**src/rtl/systolic_seq_pkg.sv**
```systemverilog
// Shared definitions for the systolic operand sequencer.
//   seq_state_e : sequencer FSM encoding (IDLE=0, LOAD=1, STREAM=2, DRAIN=3, DONE=4)
//   STALL_W     : width of the optional stall counter
//   STALL_MAX   : stall counter saturation value
package systolic_seq_pkg;

    typedef enum logic [2:0] {
        ST_IDLE   = 3'd0,
        ST_LOAD   = 3'd1,
        ST_STREAM = 3'd2,
        ST_DRAIN  = 3'd3,
        ST_DONE   = 3'd4
    } seq_state_e;

    localparam int              STALL_W   = 16;
    localparam logic [STALL_W-1:0] STALL_MAX = 16'hFFFF;

endpackage

```
**src/rtl/systolic_seq_skew_lane.sv**
```systemverilog
// Per-lane skew delay line: DEPTH registered stages of W bits.
// Shifts only while i_en is high; synchronous active-high reset clears all stages.
//   i_clk, i_rst : clock, sync reset
//   i_en         : shift enable
//   i_d          : lane input
//   o_q          : lane output, i_d delayed by DEPTH enabled cycles
module systolic_skew_lane #(
    parameter int W     = 32,
    parameter int DEPTH = 1
) (
    input  logic         i_clk,
    input  logic         i_rst,
    input  logic         i_en,
    input  logic [W-1:0] i_d,
    output logic [W-1:0] o_q
);

    logic [DEPTH-1:0][W-1:0] stage_q;
    logic [DEPTH-1:0][W-1:0] stage_d;

    always_comb begin
        stage_d = stage_q;
        if (i_en) begin
            stage_d[0] = i_d;
            for (int i = 1; i < DEPTH; i++) begin
                stage_d[i] = stage_q[i-1];
            end
        end
    end

    always_ff @(posedge i_clk) begin
        if (i_rst) begin
            stage_q <= '0;
        end else begin
            stage_q <= stage_d;
        end
    end

    assign o_q = stage_q[DEPTH-1];

endmodule

```
**src/rtl/systolic_seq.sv**
```systemverilog
// Operand sequencer for an NxN output-stationary systolic array.
// Latches a full A/B job on i_start, feeds each lane with a diagonal skew
// (lane j carries element k in cycle s0+k+j), drains, then pulses o_done.
//   i_clk, i_rst   : clock, synchronous active-high reset
//   i_en           : global advance; low freezes all state and gates pulses
//   i_start        : job request, accepted in IDLE or DONE
//   i_A, i_B       : A(r,k) at [(r*N+k)*W +: W], B(k,c) at [(k*N+c)*W +: W]
//   o_a, o_b       : skewed lanes to array rows / columns
//   o_clr, o_step  : accumulator clear, array step enable
//   o_busy, o_done : handshake
// Optional macro SYSTOLIC_SEQ_PERF_EN adds o_stall_cnt (busy cycles with i_en low).
//
// state  | meaning
// IDLE   | waiting for i_start
// LOAD   | one cycle, clears accumulators, presents element 0 to skew lines
// STREAM | N cycles of operand elements 0..N-1 on lane 0
// DRAIN  | 2N-1 cycles of zeros while skew lines flush
// DONE   | one-cycle completion pulse; may accept the next job
module systolic_seq
    import systolic_seq_pkg::*;
#(
    parameter int W = 32,
    parameter int N = 4
) (
    input  logic             i_clk,
    input  logic             i_rst,
    input  logic             i_en,
    input  logic             i_start,
    input  logic [W*N*N-1:0] i_A,
    input  logic [W*N*N-1:0] i_B,
    output logic [W*N-1:0]   o_a,
    output logic [W*N-1:0]   o_b,
    output logic             o_clr,
    output logic             o_step,
    output logic             o_busy,
`ifdef SYSTOLIC_SEQ_PERF_EN
    output logic [15:0]      o_stall_cnt,
`endif
    output logic             o_done
);

    localparam int CNT_W = $clog2(3*N);

    seq_state_e       state_q, state_d;
    logic [CNT_W-1:0] cnt_q, cnt_d;
    logic [W*N*N-1:0] a_mat_q, a_mat_d;
    logic [W*N*N-1:0] b_mat_q, b_mat_d;
    logic             accept;
    logic             feed_vld;
    int               feed_idx;
    logic [W*N-1:0]   a_feed, b_feed;

    assign accept = i_en && i_start && (state_q == ST_IDLE || state_q == ST_DONE);

    always_comb begin
        state_d = state_q;
        cnt_d   = cnt_q;
        a_mat_d = a_mat_q;
        b_mat_d = b_mat_q;
        o_clr   = 1'b0;
        o_step  = 1'b0;
        o_busy  = 1'b0;
        o_done  = 1'b0;
        case (state_q)
            ST_IDLE: begin
                if (accept) begin
                    a_mat_d = i_A;
                    b_mat_d = i_B;
                    state_d = ST_LOAD;
                end
            end
            ST_LOAD: begin
                o_clr   = 1'b1;
                o_busy  = 1'b1;
                cnt_d   = CNT_W'(N-1);
                state_d = ST_STREAM;
            end
            ST_STREAM: begin
                o_step = 1'b1;
                o_busy = 1'b1;
                if (cnt_q == '0) begin
                    cnt_d   = CNT_W'(2*N-2);
                    state_d = ST_DRAIN;
                end else begin
                    cnt_d = cnt_q - CNT_W'(1);
                end
            end
            ST_DRAIN: begin
                o_step = 1'b1;
                o_busy = 1'b1;
                if (cnt_q == '0) begin
                    state_d = ST_DONE;
                end else begin
                    cnt_d = cnt_q - CNT_W'(1);
                end
            end
            ST_DONE: begin
                o_done = 1'b1;
                if (accept) begin
                    a_mat_d = i_A;
                    b_mat_d = i_B;
                    state_d = ST_LOAD;
                end else begin
                    state_d = ST_IDLE;
                end
            end
            default: begin
                state_d = ST_IDLE;
                cnt_d   = '0;
            end
        endcase
        // Frozen cycle: hold everything, suppress pulses so they are deferred.
        if (!i_en) begin
            state_d = state_q;
            cnt_d   = cnt_q;
            a_mat_d = a_mat_q;
            b_mat_d = b_mat_q;
            o_clr   = 1'b0;
            o_step  = 1'b0;
            o_done  = 1'b0;
        end
    end

    always_ff @(posedge i_clk) begin
        if (i_rst) begin
            state_q <= ST_IDLE;
            cnt_q   <= '0;
            a_mat_q <= '0;
            b_mat_q <= '0;
        end else begin
            state_q <= state_d;
            cnt_q   <= cnt_d;
            a_mat_q <= a_mat_d;
            b_mat_q <= b_mat_d;
        end
    end

    // The skew lines add at least one register, so element k is presented one
    // cycle early: element 0 during LOAD, element N-cnt during STREAM.
    always_comb begin
        feed_vld = 1'b0;
        feed_idx = 0;
        if (state_q == ST_LOAD) begin
            feed_vld = 1'b1;
        end else if (state_q == ST_STREAM && cnt_q != '0) begin
            feed_vld = 1'b1;
            feed_idx = N - int'(cnt_q);
        end
        a_feed = '0;
        b_feed = '0;
        for (int j = 0; j < N; j++) begin
            if (feed_vld) begin
                a_feed[j*W +: W] = a_mat_q[(j*N + feed_idx)*W +: W];
                b_feed[j*W +: W] = b_mat_q[(feed_idx*N + j)*W +: W];
            end
        end
    end

    for (genvar j = 0; j < N; j++) begin : g_lane
        systolic_skew_lane #(.W(W), .DEPTH(j+1)) u_skew_a (
            .i_clk (i_clk),
            .i_rst (i_rst),
            .i_en  (i_en),
            .i_d   (a_feed[j*W +: W]),
            .o_q   (o_a[j*W +: W])
        );
        systolic_skew_lane #(.W(W), .DEPTH(j+1)) u_skew_b (
            .i_clk (i_clk),
            .i_rst (i_rst),
            .i_en  (i_en),
            .i_d   (b_feed[j*W +: W]),
            .o_q   (o_b[j*W +: W])
        );
    end

`ifdef SYSTOLIC_SEQ_PERF_EN
    logic [STALL_W-1:0] stall_cnt_q, stall_cnt_d;

    always_comb begin
        stall_cnt_d = stall_cnt_q;
        if (accept) begin
            stall_cnt_d = '0;
        end else if (o_busy && !i_en && stall_cnt_q != STALL_MAX) begin
            stall_cnt_d = stall_cnt_q + STALL_W'(1);
        end
    end

    always_ff @(posedge i_clk) begin
        if (i_rst) begin
            stall_cnt_q <= '0;
        end else begin
            stall_cnt_q <= stall_cnt_d;
        end
    end

    assign o_stall_cnt = stall_cnt_q;
`endif

endmodule

```
**config.mk**
```make
export PLATFORM = sky130hd
export DESIGN_NAME = systolic_seq
export DESIGN_NICKNAME = d
export VERILOG_FILES = /design/src/rtl/systolic_seq_pkg.sv /design/src/rtl/systolic_seq_skew_lane.sv /design/src/rtl/systolic_seq.sv
export SDC_FILE = /design/constraint.sdc
export NUM_CORES = 2
export LEC_CHECK = 0
export BUFFER_PORTS_ARGS = -buffer_cell sky130_fd_sc_hd__buf_2
export CORE_AREA = 2 2 495 497
export CTS_BUF_LIST = sky130_fd_sc_hd__clkbuf_8
export CTS_CLUSTER_DIAMETER = 50
export DETAILED_ROUTE_END_ITERATION = 16
export DIE_AREA = 0 0 497 499
export PLACE_DENSITY = 0.43
export SLEW_MARGIN = 20
export SYNTH_ARGS = -nofsm -noshare
export SYNTH_HDL_FRONTEND = slang
export SYNTH_SLANG_ARGS = --single-unit
export TNS_END_PERCENT = 30
```
**constraint.sdc**
```tcl
create_clock -name i_clk -period 4.02 [get_ports i_clk]
set_input_delay 0.804 -clock i_clk [delete_from_list [all_inputs] [get_ports i_clk]]
set_output_delay 0.804 -clock i_clk [all_outputs]
set_load 0.03 [all_outputs]
```
# Word level (Yosys, flattened, before mapping)
# Cells that the tools add are included.
# totals
reg_bits	1671
in_bits	1028
out_inout_bits	260
elab_cells	89
# classes
addsub	8
n_eq_ne	8
n_shift	8
muxes	27
bitwise	1
n_reduce_logical	13
# ops
operator	n
$shiftx A512 B32 Y32	8
$mux W32	8
$add A27 B3 Y27 const B	2
$add A5 B27 Y27 const A	2
$mux W27	2
$add A27 B2 Y27 const B	1
$add A4 B27 Y27 const A	1
$pmux W4 S4	1
$pmux W3 S5	1
$mux W1	10
$mux W3	3
$mux W4	2
$ne A2 B2 Y1 const B	4
$eq A3 B2 Y1 const B	2
$reduce_and A3 Y1	2
$sub A3 B4 Y5 const A	1
$logic_not A4 Y1	1
$reduce_and A4 Y1	1
$reduce_bool A4 Y1	1
$reduce_or A2 Y1	2
$sub A4 B1 Y4 const B	1
$eq A3 B1 Y1 const B	1
$eq A3 B3 Y1 const B	1
$logic_and A1 B1 Y1	3
4 further kinds	4

# Logic depth before layout (Yosys ltp)
# depth
word_depth	7
mapped_depth	15

# Modules after synthesis
# Synthesis repeated with hierarchy kept, for this count alone.
# hier_totals
hier_cells	8303
area_unflattened_um2	70989.3
# modules_own_cells
mod	instances	cells_each	area_each_um2	seq_area_each_um2
systolic_seq	1	6049	46475.8	20639.8
systolic_skew_lane (g_lane[3].u_skew_a ...)	2	444	4892.2	2562.5
systolic_skew_lane (g_lane[2].u_skew_a ...)	2	342	3669.8	1921.8
systolic_skew_lane (g_lane[1].u_skew_a ...)	2	238	2531.2	1281.2
systolic_skew_lane (g_lane[0].u_skew_a ...)	2	103	1163.6	640.6

# Worst setup path after synthesis
# Ideal clock, no wire load.
# synth_timing
path_type	register to register
startpoint	register cnt_q[0]
endpoint	register g_lane[0].u_skew_b.stage_q, in the netlist g_lane[0].u_skew_b.o_q[0]
arrival_ps	3066
required_ps	3892
path_slack_ps	826
path_stages_with_launch	15
n_path_buf	7
synth_period_minus_slack_ps	3194
cell_sequence	dfxtp_1 -> buf_2 -> buf_2 -> buf_1 -> inv_1 -> ha_1 -> and4bb_2 -> buf_2 -> and2_1 -> buf_2 -> buf_4 -> buf_4 -> mux4_2 -> a21oi_1 -> nor2_1
# synth_via
elab_chain_len	6
elab_cells_between_ends	9
cone_classes	add/sub (1); shift (1); mux (5); reduce/logical (2)
# synth_lines
item	line	text
start, declared	systolic_seq.sv:45	logic [CNT_W-1:0] cnt_q, cnt_d;
start signal, assigned	systolic_seq.sv:132	cnt_q <= cnt_d;
branches (longest 5 deep; another with $sub A3 B4 Y5)	n/a	
$mux W32 *	systolic_seq.sv:152	if (feed_vld) begin
end signal, assigned	systolic_seq_skew_lane.sv:35	stage_q <= stage_d;
end, declared	systolic_seq_skew_lane.sv:18	logic [DEPTH-1:0][W-1:0] stage_q;
# Mark *: on every way between the ends.
# A chain may end at the register's enable or synchronous reset.

# Worst setup path in the final report
# layout_timing
startpoint	register state_q[1]
endpoint	register g_lane[3].u_skew_a.stage_q[2] (netlist bit)
# layout_via
elab_chain_len	7
elab_cells_between_ends	10
cone_classes	add/sub (1); eq/ne (2); shift (1); mux (5); reduce/logical (1)
# layout_lines
item	line	text
start, declared	systolic_seq.sv:44	seq_state_e state_q, state_d;
start signal, assigned	systolic_seq.sv:131	state_q <= state_d;
$eq A3 B2 Y1	systolic_seq.sv:145	end else if (state_q == ST_STREAM && cnt_q != '0) begin
$logic_and A1 B1 Y1	systolic_seq.sv:145	
$mux W27	systolic_seq.sv:145	
$mux W27	systolic_seq.sv:143	if (state_q == ST_LOAD) begin
$add A5 B27 Y27	systolic_seq.sv:153	a_feed[j*W +: W] = a_mat_q[(j*N + feed_idx)*W +: W];
$shiftx A512 B32 Y32	systolic_seq.sv:153	
$mux W32 *	systolic_seq.sv:152	
end signal, assigned	systolic_seq_skew_lane.sv:35	
end, declared	systolic_seq_skew_lane.sv:18	
# Mark *: on every way between the ends. The rest lies on a longest branch, timed or not.

==> flow_summary.ini <==
[run_status]
status = finished, final reports clean

[clock_tree]
numCtsBuffers = 336
cts_resized = 0
root_buffer = clkbuf_8
clk_path_buf_depth = 4
clock_sinks = 1671
htree_levels = 5
cts.clk_slew.worst_paths_ns = 0.06
cts_tree = built
post_cts_buffers = 0
insertion_delay_ns = 1.08

[global_routing]
first_global_vias = 63612
grt_max_degree = 171
overflow = 0
grt_usage_pct = 25.7
antenna_found_initial = 55
grt_pass1_wl_um = 464000

[sta]
fin_tns_setup_ns = 0
slew_headroom_pct = 22.0
min_period_ns = 3.63
timing.hold.ws_ns = 0.0682
skew_ns = 0.0905
rsz0062_at_grt = no
period_share_pct = 90.2
drv_slew = 0
hold_viol = 0
worst_pin_slew_ns = 1.17
setup_violations = 0
layout_setup_ws_ns = 0.392
timing.fmax_mhz = 276

[floorplanning]
num_rows = 181
ios = 1288
core_um2 = 243000
die_h_um = 499
start_util_pct = 27.9
chipWidth_um = 497
die-area_um2 = 248000

[synth]
yosysSeqAreaShare_pct = 49.4
syn-num-nets = 8967
netlist_area_um2 = 67700
yosys_warnings = 0
synth.avg_cell_area_um2 = 8.53
async_flop_share_pct = 0
ys.flop_type = dfxtp_1
synthCells = 7933
synth-edff-count = 0
synth_cell_type_count = 46
ys_ff_latch = 1671

[power]
power_leakage_nw = 36.0
cellPowerDensity_nw_per_um2 = 435
max-vdd-ir-drop_mv = 0.283
p_total_mw = 39.6

[min_path]
hp-start = i_A[256]
hold_class = in -> reg
whs_path_depth = 3
whs_endpoint = a_mat_q[256]$_SDFFE_PP0P_

[place]
dp_cells = 11715
hpwl_um = 242000
pre_cts_ws_ns = 0.476
gp_congestion = 0.908
portBuffers = 1287

[critical_path]
worstRegToRegCells = 7
r2r-end = g_lane[3].u_skew_a.stage_q[2]$_SDFFE_PP0P_
worstPathRequired_ns = 4.89
rrSetupSlack_ns = 0.39
startpoint = state_q[1]$_SDFFE_PP0P_
reg2reg_from = state_q[1]$_SDFFE_PP0P_
cp-end-kind = flip-flop
startpoint_type = flip-flop
critPathArrivalTime_ns = 4.50
worstSetupPathType = reg -> reg
cp_max_fo = 160

[finish]
nFillCells = 25091
stdcell_count = 13140
fin_nets = 10693
multi_input_area_um2 = 30200
regArea_um2 = 33500
drive_above_1_share_pct = 21.7
syn2layout_area_growth_pct = 34.5

[drt]
drt_iter0_drc = 5504
route.detailed.drc = 0
dr_wl_met2_um = 145000
drt_wl_total_um = 332000
highest_layer = met5
met3WireLength_um = 24100
vias = 65039
dr.pass1.iters = 6
via_per_inst = 4.95
wl_met1_um = 142000
antenna_left = 0
wl_per_cell_um = 25.3

[job]
drv_cap = 0
where the power goes:
group / internal, mW / switching [mW] / total [mW]
Sequential: 17.1 / 0.344 / 17.5
Combinational: 1.74 / 2.42 / 4.15
Clock: 10.1 / 7.83 / 18.0
Total: 29.0 / 10.6 / 39.6
worst max-delay path: stages, from the launching register on:
cell	delay [ns]
dfxtp_1	0.52
nor2b_1	0.66
nand4b_4	0.19
buf_12	0.33
o221ai_1	0.80
o22ai_1	0.18
a221oi_1	0.51
o21ai_0	0.13
registers in the layout, indices dropped and copies added, names as in the netlist:
| signal | count |
|---|---|
| g_lane.u_skew_a.o_q | 128 |
| g_lane.u_skew_a.stage_q | 192 |
| cnt_q | 4 |
| state_q | 3 |
| g_lane.u_skew_b.o_q | 128 |
| b_mat_q | 512 |
| a_mat_q | 512 |
| g_lane.u_skew_b.stage_q | 192 |
Yosys cell counts (86+ instances only):
| library cell | instances | area [um2] |
|---|---|---|
| nor2b_1 | 134 | 838 |
| nor2_1 | 560 | 2100 |
| clkbuf_1 | 512 | 1920 |
| mux4_2 | 128 | 2880 |
| o22ai_1 | 128 | 801 |
| o221ai_1 | 86 | 753 |
| nand2_1 | 2217 | 8320 |
| dfxtp_1 | 1671 | 33500 |
| mux2i_1 | 512 | 5120 |
| a21oi_1 | 1160 | 5810 |
| a221oi_1 | 96 | 841 |
| nand3_1 | 99 | 495 |
| o21ai_0 | 120 | 601 |
| buf_4 | 199 | 1490 |
how the worst max path moves through the flow:
stage	to	slack (ns)
after global routing	g_lane[3].u_skew_a.stage_q[2]$_SDFFE_PP0P_	0.29
after CTS	g_lane[0].u_skew_a.o_q[30]$_SDFFE_PP0P_	0.45
after global placement	g_lane[3].u_skew_a.stage_q[2]$_SDFFE_PP0P_	0.50
after floorplan	g_lane[0].u_skew_b.o_q[0]$_SDFFE_PP0P_	0.83
after detailed placement	g_lane[0].u_skew_a.o_q[30]$_SDFFE_PP0P_	0.48
final	g_lane[3].u_skew_a.stage_q[2]$_SDFFE_PP0P_	0.39
cells by family after synthesis:
kind of cell | share of synthesized area [%]
AND/OR/NAND/NOR | 17.7
AO/OA/AOI/OAI | 14.9
flip-flops | 49.4
buffers and inverters | 6.04
multiplexers | 11.8
adder cells (fa/ha/maj) | 0.111
XOR/XNOR | 0.0129
timing repair:
| action | CTS | global route |
|---|---|---|
| hold endpoints to repair | 807 | 0 |
| hold buffers | 807 | 0 |
| setup endpoints to repair | 0 | 0 |
stage by stage:
step	utilization, %	cell area, um2
after floorplan	-	67700
after global placement	31.3	76000
after detailed placement	31.3	76000
after CTS	37.5	90900
after global routing	37.5	91000
final	37.5	91000
placed cells by master (no fill, tap or decap), drive strengths merged, types with 6 or more instances in the layout:
cell type    count
a211oi          33
a21oi         1160
a221oi          96
buf           1431
bufinv          11
clkbuf         422
clkinv          46
clkinvlp        12
dfxtp         1671
diode           37
dlygate4sd3    807
ha               6
inv             96
mux2i          512
mux4           128
nand2         2217
nand3           99
nor2           560
nor2b          134
o21ai          140
o221a           64
o221ai          96
o22ai          128
per-layer routing:
metal | track usage, % | up-vias
met4 | 14.6 | 16
li1 | - | 30342
met3 | 6.17 | 741
met2 | 39.3 | 2738
met1 | 33.0 | 31202
met5 | 0 | -
final cells by class:
class                      instances  share of cell area [%]
inverter                           7                  0.0289
antenna                           37                   0.102
timing repair buffer            2238                    18.0
tap                             3202                    4.40
clock inverter                   158                    1.12
sequential                      1671                    36.8
multi-input combinational       5405                    33.2
clock buffer                     422                    6.38
Power figures use the tool's default switching activity.
